`config.mk`:
```
export PLATFORM = sky130hd
export DESIGN_NAME = vga_timing_pipe
export DESIGN_NICKNAME = d
export VERILOG_FILES = /design/src/rtl/vga_timing_pipe.sv
export SDC_FILE = /design/constraint.sdc
export NUM_CORES = 1
export LEC_CHECK = 0
export CAP_MARGIN = 25
export CORE_ASPECT_RATIO = 1.4
export CORE_UTILIZATION = 45
export CTS_CLUSTER_SIZE = 12
export DETAILED_ROUTE_END_ITERATION = 7
export DONT_BUFFER_PORTS = 1
export GPL_TIMING_DRIVEN = 1
export MAX_ROUTING_LAYER = met4
export SETUP_SLACK_MARGIN = 0.5
export SLEW_MARGIN = 20
export SYNTH_ARGS = -nofsm -noshare
export SYNTH_HDL_FRONTEND = slang
export SYNTH_SLANG_ARGS = --single-unit
```
`constraint.sdc`:
```
create_clock -name vgaclk -period 2.4 [get_ports vgaclk]
set_clock_uncertainty 0.15 [all_clocks]
set_input_delay 0.48 -clock vgaclk [delete_from_list [all_inputs] [get_ports vgaclk]]
set_output_delay 0.48 -clock vgaclk [all_outputs]
set_load 0.02 [all_outputs]
```
`src/rtl/vga_timing_pipe.sv`:
```
// vga_timing_pipe: programmable VGA timing generator with a pixel output stage.
// The fetch counters (hc_out/vc_out) run undelayed. The sync and blank timing derived
// from them passes through a PIPE-stage delay line and then an output register, so
// colour returned by a fixed-latency graphics fetch lines up with hsync/vsync at the pins.
// Ports:
//   vgaclk, rst        clock and synchronous active-high reset
//   pix_en             pixel tick; all state advances only on enabled edges
//   input_red/green/blue  RGB332 colour for the coordinate issued PIPE ticks earlier
//   hc_out, vc_out     fetch column/line counters
//   line_start         high while hc_out==0 (combinational)
//   frame_start        high while hc_out==0 && vc_out==0 (combinational)
//   active, hsync, vsync, red/green/blue  registered pin outputs, PIPE+1 ticks of latency
module vga_timing_pipe #(
  parameter int unsigned H_ACTIVE = 640,
  parameter int unsigned H_FP     = 16,
  parameter int unsigned H_SYNC   = 96,
  parameter int unsigned H_BP     = 48,
  parameter int unsigned V_ACTIVE = 480,
  parameter int unsigned V_FP     = 10,
  parameter int unsigned V_SYNC   = 2,
  parameter int unsigned V_BP     = 33,
  parameter bit          HS_POL   = 1'b0,
  parameter bit          VS_POL   = 1'b0,
  parameter int unsigned CNT_W    = 10,
  parameter int unsigned PIPE     = 2
) (
  input  logic             vgaclk,
  input  logic             rst,
  input  logic             pix_en,
  input  logic [2:0]       input_red,
  input  logic [2:0]       input_green,
  input  logic [1:0]       input_blue,
  output logic [CNT_W-1:0] hc_out,
  output logic [CNT_W-1:0] vc_out,
  output logic             line_start,
  output logic             frame_start,
  output logic             active,
  output logic             hsync,
  output logic             vsync,
  output logic [3:0]       red,
  output logic [3:0]       green,
  output logic [3:0]       blue
);

  localparam int unsigned H_TOT    = H_ACTIVE + H_FP + H_SYNC + H_BP;
  localparam int unsigned V_TOT    = V_ACTIVE + V_FP + V_SYNC + V_BP;
  localparam int unsigned HS_START = H_ACTIVE + H_FP;
  localparam int unsigned HS_END   = HS_START + H_SYNC;
  localparam int unsigned VS_START = V_ACTIVE + V_FP;
  localparam int unsigned VS_END   = VS_START + V_SYNC;

  // Timing bundle bit positions
  localparam int unsigned T_DE = 2;
  localparam int unsigned T_HS = 1;
  localparam int unsigned T_VS = 0;

  // Elaboration-time parameter sanity
  if (H_TOT > 2**CNT_W || V_TOT > 2**CNT_W) begin : g_bad_cnt_w
    $error("vga_timing_pipe: H or V total exceeds 2**CNT_W");
  end
  if (PIPE > 8) begin : g_bad_pipe
    $error("vga_timing_pipe: PIPE must be 0..8");
  end

  logic [CNT_W-1:0] hc;
  logic [CNT_W-1:0] vc;
  logic [31:0]      hc_w;
  logic [31:0]      vc_w;
  logic [2:0]       raw;
  logic [2:0]       tap;

  // Fetch counters: column wraps at H_TOT, line advances on column wrap
  always_ff @(posedge vgaclk) begin
    if (rst) begin
      hc <= '0;
      vc <= '0;
    end else if (pix_en) begin
      if (hc == CNT_W'(H_TOT - 1)) begin
        hc <= '0;
        vc <= (vc == CNT_W'(V_TOT - 1)) ? '0 : vc + CNT_W'(1);
      end else begin
        hc <= hc + CNT_W'(1);
      end
    end
  end

  assign hc_out      = hc;
  assign vc_out      = vc;
  assign line_start  = (hc == '0);
  assign frame_start = (hc == '0) && (vc == '0);

  // Raw timing, compared at 32 bits so window edges equal to 2**CNT_W stay exact
  assign hc_w = 32'(hc);
  assign vc_w = 32'(vc);
  always_comb begin
    raw       = '0;
    raw[T_DE] = (hc_w < H_ACTIVE) && (vc_w < V_ACTIVE);
    raw[T_HS] = (hc_w >= HS_START) && (hc_w < HS_END);
    raw[T_VS] = (vc_w >= VS_START) && (vc_w < VS_END);
  end

  // Delay line matching the graphics fetch latency; cleared stages read as blank/sync-inactive
  if (PIPE == 0) begin : g_no_dly
    assign tap = raw;
  end else begin : g_dly
    logic [2:0] dly [PIPE];
    always_ff @(posedge vgaclk) begin
      if (rst) begin
        for (int i = 0; i < int'(PIPE); i++) dly[i] <= '0;
      end else if (pix_en) begin
        dly[0] <= raw;
        for (int i = 1; i < int'(PIPE); i++) dly[i] <= dly[i-1];
      end
    end
    assign tap = dly[PIPE-1];
  end

  // Pin register; colour forced to black outside the active area, MSB-replicated to 4 bits
  always_ff @(posedge vgaclk) begin
    if (rst) begin
      hsync  <= ~HS_POL;
      vsync  <= ~VS_POL;
      active <= 1'b0;
      red    <= '0;
      green  <= '0;
      blue   <= '0;
    end else if (pix_en) begin
      hsync  <= tap[T_HS] ? HS_POL : ~HS_POL;
      vsync  <= tap[T_VS] ? VS_POL : ~VS_POL;
      active <= tap[T_DE];
      red    <= tap[T_DE] ? {input_red, input_red[2]}     : 4'h0;
      green  <= tap[T_DE] ? {input_green, input_green[2]} : 4'h0;
      blue   <= tap[T_DE] ? {input_blue, input_blue}      : 4'h0;
    end
  end

endmodule
```
* Word level (Yosys, flattened, before mapping)
Memories as Yosys holds them, arrays and structs flattened.
Cells that the tools add are included.
** Storage, ports and cells
- Register bits :: 35
- Bits in writable memories :: 6
- Output and inout port bits :: 37
- Memories :: 1
** Operators by class
- Add/subtract/negate cells :: 2
- Magnitude comparators :: 6
- Equal/unequal tests :: 2
- Mux-type cells :: 14
- Bitwise gates (word level) :: 2
- Reduce and logical (&&, ||, !) cells :: 7
** Memories
- g_dly.dly :: words 2, width 3, read ports 2, clocked after memory_dff 0, wr ports 2, RTL line 106 : logic [2:0] dly [PIPE];
** Operators with widths (number)
- adder 10 x 1 -> 10 bit (second input constant) :: 2
- equality test 10 bit (second input constant) :: 2
- logical NOT 10 bit :: 2
- < comparator 10 bit (second input constant) :: 2
- < comparator 10 x 9 -> 1 bit (second input constant) :: 2
- 2-to-1 mux 10 bit :: 2
- 2-to-1 mux 4 bit :: 3
- greater-or-equal comparator 10 bit (second input constant) :: 1
- greater-or-equal comparator 10 x 9 -> 1 bit (second input constant) :: 1
- 2-to-1 mux 1 bit :: 7
- 2-to-1 mux 3 bit :: 2
- logical AND 1 bit :: 4
- bitwise OR 1 bit :: 2
- AND reduction 2 bit :: 1

* Logic depth before layout (Yosys ltp)
- Depth after elaboration :: 4
- Depth in mapped cells :: 6

* Worst setup path before layout
Ideal clock, no wire load.
- Kind :: flip-flop to output port
- Start point :: register hc[6] (netlist: hc_out[6])
- End point :: output port frame_start
- Arrival :: 2.216 ns
- Setup slack :: -0.446 ns
- Stages on the path, launching flop included :: 5
- Path buffers :: 1
- Cells stage by stage :: dfxtp_1 -> buf_4 -> or4_1 -> nor4_1 -> and4_1
** Between the ends
- Word-level cells in the longest chain between the ends :: 2
** Ends and longest elaborated chain
- start: declaration :: RTL line 65 : logic [CNT_W-1:0] hc;
- start signal: assignment :: RTL line 82 : hc <= hc + CNT_W'(1);
- logical NOT 10 bit
- via line_start :: RTL line 35 : output logic line_start,
- logical AND 1 bit :: RTL line 90 : assign frame_start = (hc == '0) && (vc == '0);
- end: declaration :: RTL line 36 : output logic frame_start,
The timed path passes the listed nets, and every way through them passes these cells.

* Worst setup path after layout
- Start point :: register hc[4] (netlist: hc_out[4])
- End point :: output port frame_start
** Between the ends
- Word-level cells in the longest chain between the ends :: 2
** Ends and longest elaborated chain (RTL line)
- logical NOT 10 bit :: 90
- logical AND 1 bit :: 90
Every way passes these cells.

==> run metrics <==
# DRC 0; Hold Crit Class in -> reg; HPWL after DPL 2710 um; Most used DFF post-synth dfxtp_1; share of cells above drive strength 1 0.198; antenna violations before repair 0; Async SR Flop Fraction 0; slew margin rel. 0.677; Hold EP vc_out[1]; Die Y-Extent 76.5 um; CTS Buffer Depth 2; HP Start rst; Final Hold Fails 0; core box area 3710 um^2; first-pass GRT wire length 6460 um; Netlist Area Pre-Place 1780 um^2; Gate Count Post-Synth 196; Mapped Nets 211; critical path startpoint category flip-flop; final setup vio count 0; n_diodes 0; VDD IR max 0.520 mV; vias 1,413; unrepaired setup endpoints after global routing yes; worst hold slack 0.107 ns; Required @ worst endpoint 1.77 ns; Tcrit/Tclk final 0.985; CP max FO 7; clk sinks 37; placed insts 229; clock insertion delay at the later pin of the skew report 0.28 ns; CP Capture Type output pin; Cell variety after synth 39; Iter 0 DRT Violations 63; pin count of the biggest net entering global routing 22; max cap viols 0; Setup TNS 0 ns; leak pwr 0.723 nW; Worst-path clk slew 0.07 ns; FMAX 423 MHz; vias per cell 5.91; Yosys warnings 0; Initial Util 0.481; Inserted Clock Buffers 5; DRT Pass-1 Iters 4; Worst Tran Pin Value 0.483 ns; H-tree Lvls 2; die width 55.2 um; Post-synth EDFFs 6; most frequent cells in the layout nor2_1 (27), dfxtp_1 (22), nand2_1 (14); Total Wirelength 3920 um; Hold Path Depth 1; Layout Cells excl Fill 239; routed length per placed instance 16.4 um; IO Pins 48; commonest non-fill, non-tap cell in the layout nor2_1; r2r startpoint vc_out[4]; sequential area share after synthesis 0.449; Power Dens Cells 581 nW/um^2; Synth Register Bits 37; min Tclk post-route 2.36 ns; FF-to-FF End vc_out[9]; RePlAce Congestion 0.819; grt total ovfl 0; CTS tree yes; Nets 211; status complete, no violations; syn_area_per_cell 9.10 um^2; Data arrival, critical path 1.73 ns; row count 26; cells on worst reg2reg path 4; Syn-to-layout area delta 9.82%; CP Class reg -> out; ANT nets after route 0; clk root buf clkbuf_8; Max Slew Vio Count 0; Worst R2R Setup Slack 0.45 ns; Util after Layout 0.528; Die Area 4220 um^2; Total GRT Usage 0.196; IO buf count 0; vias in the first global route 1,376
## worst max-delay path, stage by stage (launching register included)
cell and delay [ns]:
dfxtp_4 0.39, or4_4 0.53, nor4_4 0.21, and4_4 0.32
## stage by stage
stage,cell area [um^2],power (W),setup slack [ns]
after global routing,1960,0.00119,-0.0292
after CTS,1910,0.00115,0.0260
final,1960,0.00114,0.0356
after detailed placement,1800,0.000732,0.184
after floorplan,1820,0.000725,0.105
after global placement,1800,0.000729,0.220
## state kept, by name (all words and copies together) (netlist names)
register   count
active         1
red            3
vsync          1
blue           2
hc_out        10
hsync          1
g_dly.dly      6
vc_out        10
green          3
## repair_timing
item	4_1_cts	5_1_grt
pin swaps	3	2
buffers inserted	1	1
setup endpoints to repair	20	20
resized for setup	6	10
hold buffers	0	0
## metal layers
metal  track usage  wire [um]  vias up
met3        0.0594        272        5
met5             -          0        -
met2         0.316       1900       54
li1              -          -      693
met1         0.230       1690      661
met4        0.0675         61        0
## Yosys cell counts (all sizes together), types with 3 or more instances
cell	number	share of area
edfxtp	6	0.10
ha	4	0.028
inv	6	0.013
nor4	7	0.036
nor2	27	0.057
or3	3	0.011
a21oi	8	0.022
and2	5	0.018
buf	9	0.044
nand4	9	0.032
clkbuf	6	0.018
xnor2	7	0.034
dfxtp	31	0.35
a22oi	8	0.034
and3	4	0.015
xor2	5	0.025
nand3	10	0.028
o21ai	5	0.014
nand2	14	0.029
nor3	6	0.017
nand2b	3	0.011
and4	3	0.015
## cell families (layout without fill, tap and decap cells)
| group | after synthesis | count (layout) | synth area share |
|---|---|---|---|
| flip-flops | 37 | 37 | 0.449 |
| multiplexers | 1 | 1 | 0.00561 |
| adder cells (fa/ha/maj) | 4 | 4 | 0.0281 |
| buffers and inverters | 21 | 22 | 0.0751 |
| AND/OR/NAND/NOR | 98 | 98 | 0.303 |
| XOR/XNOR | 12 | 12 | 0.0589 |
| AO/OA/AOI/OAI | 23 | 23 | 0.0800 |
## worst max-delay path by stage
stage	start	to	slack, ns
after global routing	hc_out[4]	frame_start	-0.03
after global placement	hc_out[4]	frame_start	0.22
final	hc_out[4]	frame_start	0.04
after detailed placement	hc_out[4]	frame_start	0.18
after floorplan	hc_out[4]	frame_start	0.11
after CTS	hc_out[4]	frame_start	0.03
## power breakdown
group / internal (W) / total, W / leakage (nW) / switching, W
Combinational: 0.0000271 / 0.0000634 / 0.356 / 0.0000363
Sequential: 0.000642 / 0.000660 / 0.322 / 0.0000187
Clock: 0.000201 / 0.000414 / 0.0450 / 0.000213
## cell type report
| type | instances | area [um^2] |
|---|---|---|
| tap | 42 | 52.6 |
| inverter | 6 | 22.5 |
| clock buffer | 6 | 72.6 |
| timing repair buffer | 8 | 67.6 |
| clock inverter | 2 | 10.0 |
| multi-input combinational | 138 | 913 |
| fill | 368 | 1750 |
| sequential | 37 | 820 |
Power figures use the tool's default switching activity.
==> RTL edit: new RTL, same flow settings <==
`PIPE`: 2 -> 4.
--- a/src/rtl/vga_timing_pipe.sv
+++ b/src/rtl/vga_timing_pipe.sv
@@ -24,3 +24,3 @@
   parameter int unsigned CNT_W    = 10,
-  parameter int unsigned PIPE     = 2
+  parameter int unsigned PIPE     = 4
 ) (
Formal check against the unedited RTL: not equivalent (a bounded check fails within 4 cycles, from zero or initial values and one cycle with rst high).
==> RTL edit against the unedited design <==
The run now ends with DRC left. Total power grew 16%. Setup slack gained 160 ps. First-iteration DRC count shrank 19%. Maximum frequency grew 7.5%. Critical endpoint unchanged. Wire length grew 9.9%. Sequential cell count grew 6. Combinational power grew 8.5%. Design area grew 13%. Area after synthesis grew 9.3%.
==> RTL edit: results (changes against the unedited design) <==
[status]
outcome = finished, violations left
violations = DRC

[synthesis]
syn_inst = 202  ; +3.1%
synthDistinctLibCells = 39  ; unchanged
synthTopCellsByArea = dfxtp_1 (32%), edfxtp_1 (18%), nor2_1 (5.4%)
yosys-top-cells-count = dfxtp_1 (31), nor2_1 (28), and3_1 (15)
yosysWarnings = 0  ; unchanged
async_flop_share_pct = 0  ; unchanged
synth_enable_flop_cells = 12  ; +6
syn_nets = 217  ; +2.8%
yosysSeqAreaShare_pct = 50.4  ; +5.4 points

[layout]
stdcell_count = 254  ; +6.3%
drive_above_1_share_pct = 20.4  ; +0.58 points
fillers = 377  ; +2.4%
top_register = g_dly.dly
final_nets = 225  ; +6.6%

[routing]
initialDrtViolationCount = 51  ; -19%
wirelength_mm = 4.31  ; +9.9%
drc_errors = 7  ; +7
routed-via-count = 1522  ; +7.7%
first_pass_iters = 6  ; +2

[clock_tree]
clk_pin_slew_ps = 70  ; about the same
cts_max_level = 2  ; unchanged
cts_buffers = 5  ; unchanged

[place]
dp_hpwl_mm = 3.05  ; +13%
place_congestion = 0.863  ; +5.3%
dp_cells = 241  ; +5.2%

[setup_path]
rrSetupSlack_ps = 480  ; +30 ps
endpoint = frame_start
r2r_cells = 5  ; +1
r2r-start = hc_out[1]
worst-path-max-fanout = 2  ; -5
startpoint = hc_out[2]
r2r-end = vc_out[8]

[worst_hold_path]
hold_depth = 1  ; unchanged
worstHoldPathType = in -> reg

[pwr]
peakVddDrop_mv = 0.347  ; -33%
p_leak_nw = 0.861  ; +19%

[grt]
grt_pass1_wl_mm = 6.90  ; +6.8%
grt_max_degree = 21  ; -4.5%
grt_usage_pct = 20.2  ; +0.62 points

[timing]
worstMarginPinSlew_ps = 470  ; -13.3 ps

RTL edit: cell count changes after synthesis, moves of 2 or more:
cell,delta
and3_1,+12
edfxtp_1,+6
nand4_1,-6
and2_1,-3
nand2b_1,-3
nor4_1,-3
a31oi_1,+2
nand3_1,+2
nor4bb_1,+2
xnor2_1,-2
RTL edit: layout make-up:
type	count	area share, %
clock buffers	7	3.91
clock inverters	1	0.227
inverters	8	1.36
multi-input cells	137	41.5
flip-flops and latches	43	45.3
well taps	43	2.44
repair buffers	15	5.27
RTL edit: kinds of logic (layout without fill, tap and decap cells):
family | Yosys count | after routing | share of synthesized area (%)
multiplexers | 2 | 2 | 1.09
adder cells (fa/ha/maj) | 4 | 4 | 2.57
AO/OA/AOI/OAI | 25 | 25 | 8.29
flip-flops | 43 | 43 | 50.4
AND/OR/NAND/NOR | 95 | 95 | 27.1
XOR/XNOR | 11 | 11 | 4.95
buffers and inverters | 22 | 31 | 5.65
RTL edit: worst min-delay path by stage:
stage,from,to,slack (ps)
4_1_cts,rst,vc_out[1],90
2_1_floorplan,g_dly.dly[3][1],hsync,340
5_1_grt,rst,vc_out[1],80
3_5_place_dp,g_dly.dly[3][0],vsync,360
3_3_place_gp,g_dly.dly[3][1],hsync,350
6_report,rst,vc_out[1],100
RTL edit: metal layers:
layer / wire, um / GRT usage, % / vias to the layer above
li1: - / - / 734
met1: 1710 / 22.0 / 720
met2: 2180 / 33.1 / 57
met3: 300 / 6.00 / 11
met4: 119 / 10.2 / 0
met5: 0 / - / -
RTL edit: where the power goes:
part           internal [mW]  leakage [nW]  switching [mW]
sequential             0.765         0.388          0.0258
clock                  0.232        0.0482           0.233
combinational         0.0281         0.425          0.0406
RTL edit: through the flow:
stage	hold WS [ps]	setup WS (ps)	util [%]	area (sq um)
3_3_place_gp	350	290	49.9	2020
4_1_cts	89.3	175	53.8	2180
2_1_floorplan	343	457	-	1970
5_1_grt	80.4	122	54.5	2210
3_5_place_dp	357	203	49.9	2020
6_report	95.0	200	54.5	2210
RTL edit: repair_timing:
item	CTS	global route
gates resized for setup	17	2
setup endpoints to repair	15	5
hold buffers	0	0
gates cloned	0	0
buffers inserted	3	2
pin swaps	4	2
RTL edit: worst max-delay path: stages (launching register included):
cell	delay (ps)
dfxtp_4	350
nor4_4	270
and4_4	310
nor4bb_4	360
